**src/rtl/touch_spi_reader.sv**
```systemverilog
// touch_spi_reader: polls an XPT2046 resistive-touch controller over SPI mode 0
// and produces debounced, screen-scaled touch coordinates for the keypad decoder.
module touch_spi_reader #(
    parameter int CLK_DIV       = 25,
    parameter int POLL_CYCLES   = 500000,
    parameter int Z_THRESH      = 100,
    parameter int PRESS_COUNT   = 2,
    parameter int RELEASE_COUNT = 2,
    parameter int X_MIN         = 200,
    parameter int X_MAX         = 3900,
    parameter int X_SCALE       = 354,
    parameter int Y_MIN         = 200,
    parameter int Y_MAX         = 3900,
    parameter int Y_SCALE       = 266
) (
    input  logic       clk,
    input  logic       reset_n,
    input  logic       spi_miso,
    output logic       spi_sclk,
    output logic       spi_mosi,
    output logic       spi_cs_n,
    output logic       touch_valid,
    output logic [9:0] touch_x,
    output logic [8:0] touch_y,
    output logic       sample_strobe
);

    localparam int DW = (CLK_DIV > 1) ? $clog2(CLK_DIV) : 1;
    localparam int PW = $clog2(POLL_CYCLES + 1);

    typedef enum logic [2:0] {
        S_IDLE,
        S_SETUP,
        S_SHIFT,
        S_HOLD,
        S_GAP,
        S_EVAL
    } state_t;

    state_t          r_state;
    state_t          w_state_next;

    logic [DW-1:0]   r_div;
    logic [PW-1:0]   r_poll_cnt;
    logic            r_pending;
    logic            r_sclk;
    logic [4:0]      r_bit;
    logic [15:0]     r_rx;
    logic [1:0]      r_ch;
    logic [11:0]     r_z;
    logic [11:0]     r_x;
    logic [11:0]     r_y;
    logic [3:0]      r_press_cnt;
    logic [3:0]      r_release_cnt;
    logic            r_valid;
    logic [9:0]      r_touch_x;
    logic [8:0]      r_touch_y;
    logic            r_strobe;

    logic            w_div_end;
    logic            w_tick;
    logic            w_pressed;
    logic            w_shift_done;
    logic            w_in_frame;
    logic [7:0]      w_cmd;
    logic            w_mosi;
    logic [3:0]      w_press_inc;
    logic [3:0]      w_release_inc;
    logic [9:0]      w_x_scaled;
    logic [9:0]      w_y_scaled;
    logic            w_unused;

    function automatic logic [9:0] scale_axis(
        input logic [11:0] raw,
        input logic [11:0] lo,
        input logic [11:0] hi,
        input logic [9:0]  scale,
        input logic [9:0]  sat
    );
        logic [11:0] c;
        logic [11:0] d;
        logic [21:0] p;
        logic [9:0]  r;
        if (raw < lo)
            c = lo;
        else if (raw > hi)
            c = hi;
        else
            c = raw;
        d = c - lo;
        p = 22'(d) * 22'(scale);
        r = p[21:12];
        if (r > sat)
            r = sat;
        return r;
    endfunction

    assign w_div_end    = (r_div == DW'(CLK_DIV - 1));
    assign w_tick       = (r_poll_cnt == PW'(POLL_CYCLES - 1));
    assign w_pressed    = (r_z >= 12'(Z_THRESH));
    assign w_shift_done = w_div_end && r_sclk && (r_bit == 5'd23);
    assign w_in_frame   = (r_state == S_SETUP) || (r_state == S_SHIFT) ||
                          (r_state == S_HOLD)  || (r_state == S_GAP);

    assign w_press_inc   = (r_press_cnt == 4'hF)   ? r_press_cnt   : r_press_cnt + 4'd1;
    assign w_release_inc = (r_release_cnt == 4'hF) ? r_release_cnt : r_release_cnt + 4'd1;

    assign w_x_scaled = scale_axis(r_x, 12'(X_MIN), 12'(X_MAX), 10'(X_SCALE), 10'd319);
    assign w_y_scaled = scale_axis(r_y, 12'(Y_MIN), 12'(Y_MAX), 10'(Y_SCALE), 10'd239);

    // Only rx[14:3] carries conversion data; the busy bit and trailing zeros are ignored.
    assign w_unused = ^{r_rx[15], r_rx[2:0], w_y_scaled[9]};

    always_comb begin
        case (r_ch)
            2'd0:    w_cmd = 8'hB0;
            2'd1:    w_cmd = 8'hD0;
            default: w_cmd = 8'h90;
        endcase
    end

    always_comb begin
        w_mosi = 1'b0;
        if (r_state == S_SETUP)
            w_mosi = w_cmd[7];
        else if ((r_state == S_SHIFT) && (r_bit[4:3] == 2'b00))
            w_mosi = w_cmd[~r_bit[2:0]];
    end

    always_comb begin
        w_state_next = r_state;
        case (r_state)
            S_IDLE:  if (r_pending || w_tick) w_state_next = S_SETUP;
            S_SETUP: if (w_div_end) w_state_next = S_SHIFT;
            S_SHIFT: if (w_shift_done) w_state_next = S_HOLD;
            S_HOLD:  if (w_div_end) w_state_next = S_GAP;
            S_GAP: begin
                if (w_div_end) begin
                    if ((r_ch == 2'd2) || ((r_ch == 2'd0) && !w_pressed))
                        w_state_next = S_EVAL;
                    else
                        w_state_next = S_SETUP;
                end
            end
            S_EVAL:  w_state_next = S_IDLE;
            default: w_state_next = S_IDLE;
        endcase
    end

    always_ff @(posedge clk or negedge reset_n) begin
        if (!reset_n)
            r_state <= S_IDLE;
        else
            r_state <= w_state_next;
    end

    always_ff @(posedge clk or negedge reset_n) begin
        if (!reset_n) begin
            r_poll_cnt    <= '0;
            r_pending     <= 1'b0;
            r_div         <= '0;
            r_sclk        <= 1'b0;
            r_bit         <= '0;
            r_rx          <= '0;
            r_ch          <= '0;
            r_z           <= '0;
            r_x           <= '0;
            r_y           <= '0;
            r_press_cnt   <= '0;
            r_release_cnt <= '0;
            r_valid       <= 1'b0;
            r_touch_x     <= '0;
            r_touch_y     <= '0;
            r_strobe      <= 1'b0;
        end else begin
            r_poll_cnt <= w_tick ? '0 : r_poll_cnt + PW'(1);

            // IDLE consumes the request (held or arriving); a second one while busy is dropped.
            if (r_state == S_IDLE)
                r_pending <= 1'b0;
            else if (w_tick)
                r_pending <= 1'b1;

            r_div  <= (w_in_frame && !w_div_end) ? r_div + DW'(1) : '0;
            r_sclk <= (r_state == S_SHIFT) ? (r_sclk ^ w_div_end) : 1'b0;

            if (r_state != S_SHIFT)
                r_bit <= '0;
            else if (w_div_end && r_sclk)
                r_bit <= r_bit + 5'd1;

            if ((r_state == S_SHIFT) && w_div_end && !r_sclk && (r_bit >= 5'd8))
                r_rx <= {r_rx[14:0], spi_miso};

            if ((r_state == S_HOLD) && w_div_end) begin
                case (r_ch)
                    2'd0:    r_z <= r_rx[14:3];
                    2'd1:    r_x <= r_rx[14:3];
                    default: r_y <= r_rx[14:3];
                endcase
            end

            if (r_state == S_IDLE)
                r_ch <= '0;
            else if ((r_state == S_GAP) && w_div_end)
                r_ch <= r_ch + 2'd1;

            r_strobe <= (r_state == S_EVAL);

            if (r_state == S_EVAL) begin
                if (w_pressed) begin
                    r_press_cnt   <= w_press_inc;
                    r_release_cnt <= '0;
                    r_touch_x     <= w_x_scaled;
                    r_touch_y     <= w_y_scaled[8:0];
                    if (w_press_inc >= 4'(PRESS_COUNT))
                        r_valid <= 1'b1;
                end else begin
                    r_press_cnt   <= '0;
                    r_release_cnt <= w_release_inc;
                    if (w_release_inc >= 4'(RELEASE_COUNT))
                        r_valid <= 1'b0;
                end
            end
        end
    end

    assign spi_sclk      = r_sclk;
    assign spi_mosi      = w_mosi;
    assign spi_cs_n      = !((r_state == S_SETUP) || (r_state == S_SHIFT) || (r_state == S_HOLD));
    assign touch_valid   = r_valid;
    assign touch_x       = r_touch_x;
    assign touch_y       = r_touch_y;
    assign sample_strobe = r_strobe;

endmodule

```
**config.mk**
```make
export PLATFORM = sky130hd
export DESIGN_NAME = touch_spi_reader
export DESIGN_NICKNAME = d
export VERILOG_FILES = /design/src/rtl/touch_spi_reader.sv
export SDC_FILE = /design/constraint.sdc
export NUM_CORES = 1
export LEC_CHECK = 0
export CELL_PAD_IN_SITES_DETAIL_PLACEMENT = 2
export CELL_PAD_IN_SITES_GLOBAL_PLACEMENT = 2
export CORE_MARGIN = 8
export CORE_UTILIZATION = 37
export CTS_BUF_LIST = sky130_fd_sc_hd__clkbuf_8 sky130_fd_sc_hd__clkbuf_16
export DETAILED_ROUTE_END_ITERATION = 7
export MAX_ROUTING_LAYER = met4
export PLACE_DENSITY_LB_ADDON = 0.12
export SLEW_MARGIN = 20
export SYNTH_ARGS = -nofsm -noshare
export SYNTH_HDL_FRONTEND = slang
export SYNTH_SLANG_ARGS = --single-unit
export TNS_END_PERCENT = 5
```
**constraint.sdc**
```tcl
create_clock -name clk -period 5.7 [get_ports clk]
set_input_delay 1.425 -clock clk [delete_from_list [all_inputs] [get_ports clk]]
set_output_delay 1.425 -clock clk [all_outputs]
set_load 0.005 [all_outputs]
```
==> reports/qor.csv <==
metric;value;unit
CTS tree;done;
Die ar.;0.02656;sq mm
number of distinct library cells after synthesis;69;
CORE AREA;0.02109;sq mm
Skew-Pair Late Insertion Delay;0.41;ns
Max Fclk;179.9;MHz
hold buffers post-CTS;0;
Nets;992;
Rows;53;
worst rel slew slack;31.89;%
Max Slew Vio Count;0;
IO buf count;25;
Mean Syn Cell Area;9.878;sq um
Hold Worst Slack;0.4794;ns
Synth Net Count;931;
Worst-Margin Slew;1.014;ns
Via Count;6232;
CP Class;register to register;
GPL Wtd Cong;0.8230;
post-layout power;1911;uW
number of synthesized flops with an enable pin;0;
YS warnings;0;
reg2reg setup slack;0.14;ns
Max-Cap Viols;0;
sequential area share after synthesis;35.38;%
Mapped Area;0.007991;sq mm
Max FO, Critical Path;6;
fillers;2221;
clock sink total;113;
clk_skew;0.008438;ns
First-pass DRT Iterations;4;
first-pass GRT wire length;37470;microns
Initial Util;37.90;%
vias in the first global route;7082;
post-detail-place hpwl;16790;microns
fin crit share;97.53;%
chip width;163.0;microns
initial antenna violation count;0;
Worst Path Arrival;5.81;ns
DP Cell Count;1117;
grt ovf;0;
Max VDD drop;0.1969;mV
final setup violating endpoints;0;
cts bufs inserted;17;
kind of start point of the critical path;register;
Async SR Flop Fraction;100.0;%
Yosys reg bits;113;
Routed Antenna Nets;0;
Final Critical Period;5.559;ns
DRT Wirelength;22700;microns
htree depth;4;
CTS root buf;clkbuf_16;
Final Hold Viols;0;
Worst EP required;5.95;ns
n_diodes;0;
dominant synthesized flop cell;dfrtp_1;
endpoint type of the worst setup path;register;
Area growth syn-to-layout;19.74;%
vias per std cell;5.386;
Top Ports;27;
clk buf depth;2;
share of cells above drive strength 1;18.71;%
CTS clk-pin slew, worst paths;0.05;ns
total global-route track usage;18.12;%
drt drc;0;
non-filler instance count after layout;1157;
initial drt markers;210;
largest net degree at the start of global routing;66;
Min-Delay Path Class;register to register;
Power Density;199.7;mW/mm^2
Die Y;163.0;microns
LEAKAGE;0.004865;uW
cell count after synthesis;809;
outcome;completed;
WL/cell;19.62;microns
cell usage after synthesis, types with 6 or more instances:
| master | n | area, sq um |
|---|---|---|
| fa_1 | 18 | 360.4 |
| nand2_1 | 53 | 198.9 |
| a21o_1 | 9 | 67.56 |
| nor2_1 | 65 | 244.0 |
| o21ai_0 | 36 | 180.2 |
| inv_1 | 83 | 311.6 |
| xnor2_1 | 21 | 183.9 |
| and3_1 | 13 | 81.33 |
| clkbuf_1 | 13 | 48.80 |
| and2_1 | 6 | 37.54 |
| xor2_1 | 24 | 210.2 |
| a31oi_1 | 6 | 37.54 |
| dfrtp_1 | 113 | 2828 |
| nand4_1 | 14 | 87.58 |
| mux2_2 | 50 | 563.0 |
| a21oi_1 | 34 | 170.2 |
| nor2b_1 | 9 | 56.30 |
| nor3_1 | 12 | 60.06 |
| ha_1 | 101 | 1264 |
| nand3_1 | 20 | 100.1 |
| and4_1 | 6 | 52.55 |
| nor4_1 | 9 | 56.30 |
| o211ai_1 | 8 | 60.06 |
critical path: stages (launching register included):
cell	delay [ns]
dfrtp_1	0.41
buf_4	0.18
nor2_2	0.16
a211oi_2	0.10
buf_4	0.15
nor3_4	0.20
ha_2	0.29
nor3_1	0.08
a21oi_1	0.14
o21ai_1	0.08
a22o_1	0.27
buf_4	0.15
ha_1	0.26
inv_1	0.05
fa_1	0.53
inv_1	0.05
ha_1	0.29
ha_1	0.30
ha_1	0.35
a21o_4	0.26
a2111oi_4	0.34
o21ai_2	0.15
and4b_1	0.25
o21ai_4	0.24
o211ai_1	0.13
timing repair:
| action | CTS | global route |
|---|---|---|
| gates cloned | 0 | 0 |
| setup endpoints to repair | 13 | 14 |
| pin swaps | 3 | 6 |
| resized for setup | 17 | 29 |
| setup buffers | 2 | 7 |
per-layer routing:
layer / global-route usage [%] / vias up / wire (microns)
met5: - / - / 0
li1: - / 2963 / -
met1: 21.83 / 3188 / 10330
met3: 3.059 / 19 / 665
met4: 4.671 / 0 / 259
met2: 30.91 / 62 / 11440
power by group:
part,leakage [uW],internal (uW),switching [uW],total [uW]
combinational,0.00301,1.45,16.2,17.7
sequential,0.00155,803,0,803
clock,0.000306,716,374,1090
per-stage QoR:
| stage | TNS (ns) | cell area [sq um] | worst slack [ns] | util (%) |
|---|---|---|---|---|
| global placement | 0 | 8701 | 0.01594 | 41.26 |
| floorplan | 0 | 7991 | 0.3296 | - |
| detailed placement | -2.430 | 8701 | -0.3554 | 41.26 |
| finish | 0 | 9569 | 0.1409 | 45.38 |
| global route | -0.4158 | 9569 | -0.08861 | 45.38 |
| CTS | 0 | 9383 | 0.01792 | 44.49 |
cells in the final DEF (no fill, tap or decap), types with 21 or more instances in the layout:
cell type and count:
o21ai_0 32, buf_4 37, xor2_1 23, clkdlybuf4s50_1 24, nand2_1 53, nor2_1 63
xnor2_1 21, inv_1 86, ha_1 97, dfrtp_1 106, mux2_2 50, a21oi_1 32
final cells by class:
| cell class | count | area (sq um) | area share, % |
|---|---|---|---|
| well taps | 275 | 344.1 | 3.596 |
| clock inverters | 11 | 140.1 | 1.464 |
| inverters | 83 | 311.5 | 3.256 |
| multi-input cells | 594 | 4952 | 51.75 |
| flip-flops and latches | 113 | 2836 | 29.64 |
| repair buffers | 61 | 518.0 | 5.413 |
| clock buffers | 20 | 466.7 | 4.877 |
worst paths after layout:
kind	startpoint	endpoint	depth (start not counted)
max in group asynchronous	reset_n	r_y[7]	2
setup / recovery	r_x[6]	touch_x[0]	24
min in group asynchronous	reset_n	touch_y[0]	1
hold reg to reg	r_poll_cnt[4]	r_poll_cnt[4]	1
hold / removal	r_poll_cnt[4]	r_poll_cnt[4]	1
setup reg to reg	r_x[6]	touch_x[0]	24
sequential cells by signal (all words and copies together), names as in the netlist:
register       count
r_poll_cnt        19
r_rx              15
r_x               12
r_y               12
r_z               10
touch_x            9
touch_y            9
r_bit              5
r_div              5
r_press_cnt        4
r_release_cnt      4
r_state            3
r_ch               2
r_pending          1
sample_strobe      1
spi_sclk           1
touch_valid        1
cell families (layout without fill, tap and decap cells):
family / Yosys count / count (layout) / synth area share [%]
AO/OA/AOI/OAI: 146 / 146 / 12.29
XOR/XNOR: 45 / 45 / 4.932
AND/OR/NAND/NOR: 231 / 231 / 14.65
adder cells (fa/ha/maj): 119 / 119 / 20.32
flip-flops: 113 / 113 / 35.38
other: 1 / 1 / 0.04693
buffers and inverters: 102 / 175 / 5.073
multiplexers: 52 / 52 / 7.296
Note: power is estimated with default switching activity, not from simulation.
